File: src/rtl/sm_addsub_pipe_pkg.sv
// sm_pkg: shared types, constants and helpers for the sign-magnitude
// add/sub pipeline.
//   sm_op_t  : default-width operand  {sign, mag[SM_MAG_W-1:0]}
//   sm_res_t : default-width result   {sign, mag[SM_MAG_W:0]}
//   SIGN_POS : sign-bit value meaning "negative"
//   OP_ADD / OP_SUB : encodings of the per-transaction operation select
//   sm_is_zero : zero test on a zero-extended magnitude
package sm_pkg;

  localparam int SM_MAG_W = 32;
  localparam int SM_MAX_W = 128;

  typedef logic [SM_MAG_W:0]   sm_op_t;
  typedef logic [SM_MAG_W+1:0] sm_res_t;

  localparam logic SIGN_POS = 1'b1;
  localparam logic OP_ADD   = 1'b0;
  localparam logic OP_SUB   = 1'b1;

  // Callers zero-extend their magnitude to SM_MAX_W bits.
  function automatic logic sm_is_zero(input logic [SM_MAX_W-1:0] mag);
    return (mag == {SM_MAX_W{1'b0}});
  endfunction

endpackage

File: src/rtl/sm_addsub_pipe_mag_cmp.sv
// sm_mag_cmp: combinational magnitude compare and swap.
//   a, b      : unsigned magnitudes
//   big_mag   : max(a, b)
//   small_mag : min(a, b)
//   a_ge_b    : 1 when a >= b (ties resolve toward A)
module sm_mag_cmp #(
  parameter int W = 32
) (
  input  logic [W-1:0] a,
  input  logic [W-1:0] b,
  output logic [W-1:0] big_mag,
  output logic [W-1:0] small_mag,
  output logic         a_ge_b
);

  // Compare once, then steer both magnitudes from the same decision.
  always_comb begin
    a_ge_b = (a >= b);
    if (a_ge_b) begin
      big_mag   = a;
      small_mag = b;
    end else begin
      big_mag   = b;
      small_mag = a;
    end
  end

endmodule

File: src/rtl/sm_addsub_pipe.sv
// sm_addsub_pipe: two-stage pipelined sign-magnitude adder/subtractor with
// valid/ready flow control, optional saturation and a canonical zero.
//   clk, rst (async, active-high), clr (sync flush of in-flight data)
//   in_valid/in_ready, in_a/in_b {sign, mag}, in_sub (1 = A-B), in_tag
//   out_valid/out_ready, out_sum {sign, mag[MAG_W:0]}, out_ovf, out_zero, out_tag
// Latency is 2 cycles when unstalled; up to 2 transactions in flight.
module sm_addsub_pipe
  import sm_pkg::*;
#(
  parameter int MAG_W  = 32,
  parameter bit SAT_EN = 1'b0,
  parameter int TAG_W  = 4
) (
  input  logic             clk,
  input  logic             rst,
  input  logic             clr,
  input  logic             in_valid,
  output logic             in_ready,
  input  logic [MAG_W:0]   in_a,
  input  logic [MAG_W:0]   in_b,
  input  logic             in_sub,
  input  logic [TAG_W-1:0] in_tag,
  output logic             out_valid,
  input  logic             out_ready,
  output logic [MAG_W+1:0] out_sum,
  output logic             out_ovf,
  output logic             out_zero,
  output logic [TAG_W-1:0] out_tag
);

  logic             r_s1_valid;
  logic             r_s1_same;
  logic             r_s1_sign;
  logic [MAG_W-1:0] r_s1_big;
  logic [MAG_W-1:0] r_s1_small;
  logic [TAG_W-1:0] r_s1_tag;

  logic             r_out_valid;
  logic [MAG_W+1:0] r_out_sum;
  logic             r_out_ovf;
  logic             r_out_zero;
  logic [TAG_W-1:0] r_out_tag;

  logic             w_adv1;
  logic             w_adv2;
  logic             w_accept;
  logic             w_sign_a;
  logic             w_sign_b;
  logic             w_same;
  logic             w_res_sign;
  logic [MAG_W-1:0] w_big;
  logic [MAG_W-1:0] w_small;
  logic             w_a_ge_b;
  logic [MAG_W:0]   w_mag_full;
  logic [MAG_W:0]   w_mag_res;
  logic             w_mag_zero;
  logic             w_ovf;
  logic             w_sign_out;

  sm_mag_cmp #(.W(MAG_W)) u_mag_cmp (
    .a         (in_a[MAG_W-1:0]),
    .b         (in_b[MAG_W-1:0]),
    .big_mag   (w_big),
    .small_mag (w_small),
    .a_ge_b    (w_a_ge_b)
  );

  // Handshake: a stage advances when its downstream slot is free or draining.
  always_comb begin
    w_adv2   = !r_out_valid | out_ready;
    w_adv1   = !r_s1_valid | w_adv2;
    in_ready = w_adv1 & !clr;
    w_accept = in_valid & in_ready;
  end

  // Stage-1 sign resolution; equal magnitudes keep A's sign.
  always_comb begin
    w_sign_a = in_a[MAG_W];
    w_sign_b = in_b[MAG_W] ^ (in_sub == OP_SUB);
    w_same   = (w_sign_a == w_sign_b);
    if (w_same || w_a_ge_b) begin
      w_res_sign = w_sign_a;
    end else begin
      w_res_sign = w_sign_b;
    end
  end

  // Stage-2 magnitude, saturation and canonical zero (never emit -0).
  always_comb begin
    if (r_s1_same) begin
      w_mag_full = {1'b0, r_s1_big} + {1'b0, r_s1_small};
    end else begin
      w_mag_full = {1'b0, r_s1_big} - {1'b0, r_s1_small};
    end
    if (SAT_EN && w_mag_full[MAG_W]) begin
      w_ovf     = 1'b1;
      w_mag_res = {1'b0, {MAG_W{1'b1}}};
    end else begin
      w_ovf     = 1'b0;
      w_mag_res = w_mag_full;
    end
    w_mag_zero = sm_is_zero(SM_MAX_W'(w_mag_full));
    if (w_mag_zero) begin
      w_sign_out = ~SIGN_POS;
    end else begin
      w_sign_out = r_s1_sign;
    end
  end

  // Stage-1 register: compare/swap results captured on accept.
  always_ff @(posedge clk or posedge rst) begin
    if (rst) begin
      r_s1_valid <= 1'b0;
      r_s1_same  <= 1'b0;
      r_s1_sign  <= 1'b0;
      r_s1_big   <= {MAG_W{1'b0}};
      r_s1_small <= {MAG_W{1'b0}};
      r_s1_tag   <= {TAG_W{1'b0}};
    end else if (clr) begin
      r_s1_valid <= 1'b0;
    end else if (w_adv1) begin
      r_s1_valid <= w_accept;
      if (w_accept) begin
        r_s1_same  <= w_same;
        r_s1_sign  <= w_res_sign;
        r_s1_big   <= w_big;
        r_s1_small <= w_small;
        r_s1_tag   <= in_tag;
      end
    end
  end

  // Output register: data only changes when a stage-1 entry moves forward,
  // so it stays stable throughout a stall.
  always_ff @(posedge clk or posedge rst) begin
    if (rst) begin
      r_out_valid <= 1'b0;
      r_out_sum   <= {(MAG_W+2){1'b0}};
      r_out_ovf   <= 1'b0;
      r_out_zero  <= 1'b0;
      r_out_tag   <= {TAG_W{1'b0}};
    end else if (clr) begin
      r_out_valid <= 1'b0;
    end else if (w_adv2) begin
      r_out_valid <= r_s1_valid;
      if (r_s1_valid) begin
        r_out_sum  <= {w_sign_out, w_mag_res};
        r_out_ovf  <= w_ovf;
        r_out_zero <= w_mag_zero;
        r_out_tag  <= r_s1_tag;
      end
    end
  end

  assign out_valid = r_out_valid;
  assign out_sum   = r_out_sum;
  assign out_ovf   = r_out_ovf;
  assign out_zero  = r_out_zero;
  assign out_tag   = r_out_tag;

endmodule

File: config.mk
export PLATFORM = sky130hd
export DESIGN_NAME = sm_addsub_pipe
export DESIGN_NICKNAME = d
export VERILOG_FILES = /design/src/rtl/sm_addsub_pipe_pkg.sv /design/src/rtl/sm_addsub_pipe_mag_cmp.sv /design/src/rtl/sm_addsub_pipe.sv
export SDC_FILE = /design/constraint.sdc
export NUM_CORES = 1
export LEC_CHECK = 0
export CAP_MARGIN = 40
export CORE_MARGIN = 3
export CORE_UTILIZATION = 51
export CTS_CLUSTER_SIZE = 10
export DETAILED_ROUTE_END_ITERATION = 7
export PLACE_DENSITY = 0.78
export SYNTH_ARGS = -nofsm -noshare
export SYNTH_HDL_FRONTEND = slang
export SYNTH_HIERARCHICAL = 1
export SYNTH_SLANG_ARGS = --single-unit
File: constraint.sdc
create_clock -name clk -period 3.9 [get_ports clk]
set_input_delay 1.17 -clock clk [delete_from_list [all_inputs] [get_ports clk]]
set_output_delay 1.17 -clock clk [all_outputs]
set_load 0.005 [all_outputs]
==> metrics.csv <==
stage;metric;value;unit
synth;synth.net_count;1055;
synth;yosysMostFrequentCell;dfrtp_1;
grt;grt-ovfl-total;0;
power;seq_power_share;20.5;%
grt;grt_use_total;23.78;%
sta;period_share;113.9;%
finish;synthToLayoutAreaGrowth;39.35;%
worst_setup_path;arrival;4680;ps
finish;antennaDiodeCount;0;
sta;fmax;225.1;MHz
power;p_switching;3.376;mW
sta;rsz0062_at_grt;yes;
drt;initialDrtViolationCount;564;
worst_setup_path;cp_cell_sequence;or4_4 > nand2b_4 > or3_4 > or3_4 > nor3_4 > a21oi_2 > xor2_2 > ha_4 > nand2_1 > nor4_2 > nand2_1 > o2111ai_2 > and3_4 > o22a_1 > o2111ai_2 > nor4_4 > nor2_1;
synth;postSynth.asyncResetShare;100.0;%
sta;setup_tns;-2056;ps
placed_design;dp_hpwl;17960;um
power;finalPower;8.398;mW
grt;grt_antenna_before_repair;0;
worst_setup_path;critPathKind;flop to flop;
sta;fin_hold_ws;473.9;ps
power;pwr_density_cell;674.0;nW/um^2
sta;worst_pin_slew;734.5;ps
worst_setup_path;cp_max_fo;5;
placed_design;gp_congestion;0.8979;
synth;avgSynthCellArea;9.870;um^2
sta;clock_skew;7.883;ps
sta;setup_viol;10;
power;power.leakage;5.773;nW
synth;synth_area;8942;um^2
drt;wirelength;23580;um
grt;grt_pass1_vias;7791;
worst_setup_path;max_stage_delay;540;ps
clock_network;clkLatencyLatePin;360;ps
synth;yosysTopAreaCellShare;31.06;%
synth;synth_seq_cells;111;
sta;hold_viol;0;
floorplan;dieArea;19160;um^2
synth;ys_warn_count;6;
finish;fillers;1154;
synth;syn-instance-count;906;
drt;drtPass1Iterations;5;
sta;worst_slack;-542.5;ps
floorplan;rows;47;
synth;yosysTopAreaCell;dfrtp_1;
power;internal_power;5.022;mW
floorplan;die_w;138.4;um
synth;yosysUniqueCellTypes;75;
clock_network;numCtsBuffers;9;
sta;period_minus_slack;4442;ps
run_status;status;finished with violations;
power;irDropWorstVdd;0.3804;mV
floorplan;die_h;138.4;um
worst_setup_path;worst_setup_path_start_kind;flop;
worst_setup_path;cp-end-kind;flop;
drt;postRouteAntennaNets;0;
placed_design;io_buffers;116;
clock_network;cts_tree;yes;
run;drv_cap;0;
floorplan;initial_core_util;52.98;%
clock_network;ctsHoldBuffers;0;
drt;drt-wirelength-per-cell;16.68;um
synth;synth_common_cells;dfrtp_1, mux2_2, ha_1;
power;clock_power_share;11.5;%
drt;vias_per_cell;5.649;
sta;slew_headroom;50.58;%
clock_network;htree_num_levels;3;
worst_setup_path;cp.required;4140;ps
power;combPwrFrac;68.1;%
floorplan;io_pins;118;
grt;grt_max_degree;112;
run_status;violations;negative setup slack;
synth;synth_edf_count;0;
power;p_sw_share;40.20;%
clock_network;clock-sinks;111;
synth;synthTopCellsByArea;dfrtp_1, mux2_2, ha_1;
hold_path;hp-class;flop to flop;
drt;dr_total_vias;7987;
clock_network;path_clk_slew;70;ps
finish;nNetsFinal;1340;
worst_setup_path;worst_path_max_delay_cell;or4_4;
grt;grt_pass1_wl;38110;um
drt;post-route-drc-count;0;
sta;maxSlewViolCount;0;
finish;drive_above_1_share;37.27;%
clock_network;clk_path_buf_depth;2;
floorplan;coreArea;16880;um^2
clock_network;clockRootBuffer;clkbuf_16;
synth;ys.flop_type;dfrtp_1;
synth;seq_area_frac_synth;31.06;%
[sequential cells by signal (all words and copies together) (netlist names)]
signal / count
r_s1_big: 32
out_tag: 4
out_sum: 34
r_s1_same: 1
r_s1_tag: 4
r_s1_small: 32
r_s1_valid: 1
out_valid: 1
out_zero: 1
r_s1_sign: 1
[worst max-delay path, delay by kind of cell, from the launching register on]
family / cells / cell delay [ps]
compound gates: 4 / 670
xor+xnor: 1 / 170
fa+ha+maj: 1 / 320
flops: 1 / 390
simple gates: 11 / 2780
[power groups by stage]
| stage | Clock, mW | Sequential, mW | Combinational [mW] |
|---|---|---|---|
| floorplan | 0 | 1.71 | 2.66 |
| global placement | 0 | 1.71 | 4.86 |
| detailed placement | 0 | 1.73 | 4.99 |
| CTS | 0.978 | 1.71 | 5.28 |
| global route | 1.04 | 1.76 | 6.17 |
| finish | 0.963 | 1.72 | 5.72 |
[kinds of logic after synthesis]
family / share of synthesized area (%)
other cells: 0.04194
mux: 20.78
flops: 31.06
compound gates: 13.96
simple gates: 12.94
fa+ha+maj: 10.30
buf+inv: 5.135
xor+xnor: 5.779
[area by class of cell]
cell class,instances,area [um^2],area share [%]
sequential,111,2778,22.29
clock inverter,4,72.57,0.5824
tap,220,275.3,2.209
inverter,48,183.9,1.476
multi-input combinational,702,6143,49.30
clock buffer,10,229.0,1.838
timing repair buffer,319,2779,22.30
[final timing paths]
kind,to,depth (start not counted),from,slack [ps]
setup / recovery,out_sum[33],17,r_s1_small[6],-540
hold / removal,out_sum[30],2,out_sum[30],470
setup reg to reg,out_sum[33],17,r_s1_small[6],-540
hold reg to reg,out_sum[30],2,out_sum[30],470
max in group asynchronous,out_tag[2],3,rst,2080
min in group asynchronous,out_tag[0],3,rst,1270
[stage by stage]
stage	instances	utilization, %	cell area [um^2]	setup WS (ps)
global route	1414	73.83	12460	-698.4
floorplan	906	-	8965	-296.5
CTS	1410	72.00	12150	-454.5
detailed placement	1389	68.83	11620	-587.8
finish	1414	73.83	12460	-542.5
global placement	1389	68.83	11620	-466.9
[placed cells by master, fill, tap and decap left out, types with 6 or more instances in the layout]
master / netlist / layout
buf_6: 1 / 7
buf_4: 2 / 191
mux2_2: 92 / 92
o21a_1: 11 / 11
and4_1: 6 / 6
dfrtp_1: 111 / 111
nand2_1: 69 / 66
a21o_1: 9 / 9
clkbuf_16: 0 / 10
nand3_1: 15 / 13
nand4_1: 19 / 19
a21oi_1: 65 / 57
o21ai_2: 0 / 10
o21ai_0: 47 / 34
clkdlybuf4s50_1: 0 / 116
nor2b_1: 6 / 6
inv_1: 48 / 47
xnor2_1: 21 / 15
o21ai_1: 3 / 6
ha_1: 72 / 71
nor3_1: 19 / 14
xor2_1: 38 / 36
a21oi_2: 0 / 8
mux2_4: 49 / 49
nor2_1: 46 / 43
[per-layer routing]
layer / up-vias / track usage [%] / part of all wire (%) / wire (um)
li1: 3856 / - / - / -
met1: 3854 / 33.23 / 46 / 10810
met3: 34 / 3.591 / 4.7 / 1109
met4: 0 / 5.564 / 1.6 / 377
met2: 243 / 39.18 / 48 / 11280
met5: - / 0 / 0 / 0
[what timing repair did]
item | CTS | global route
setup endpoints to repair | 16 | 32
gates cloned | 0 | 1
setup buffers | 7 | 7
pin swaps | 18 | 33
gates resized for setup | 37 | 63
No activity file was read; power rests on OpenSTA's default activity.
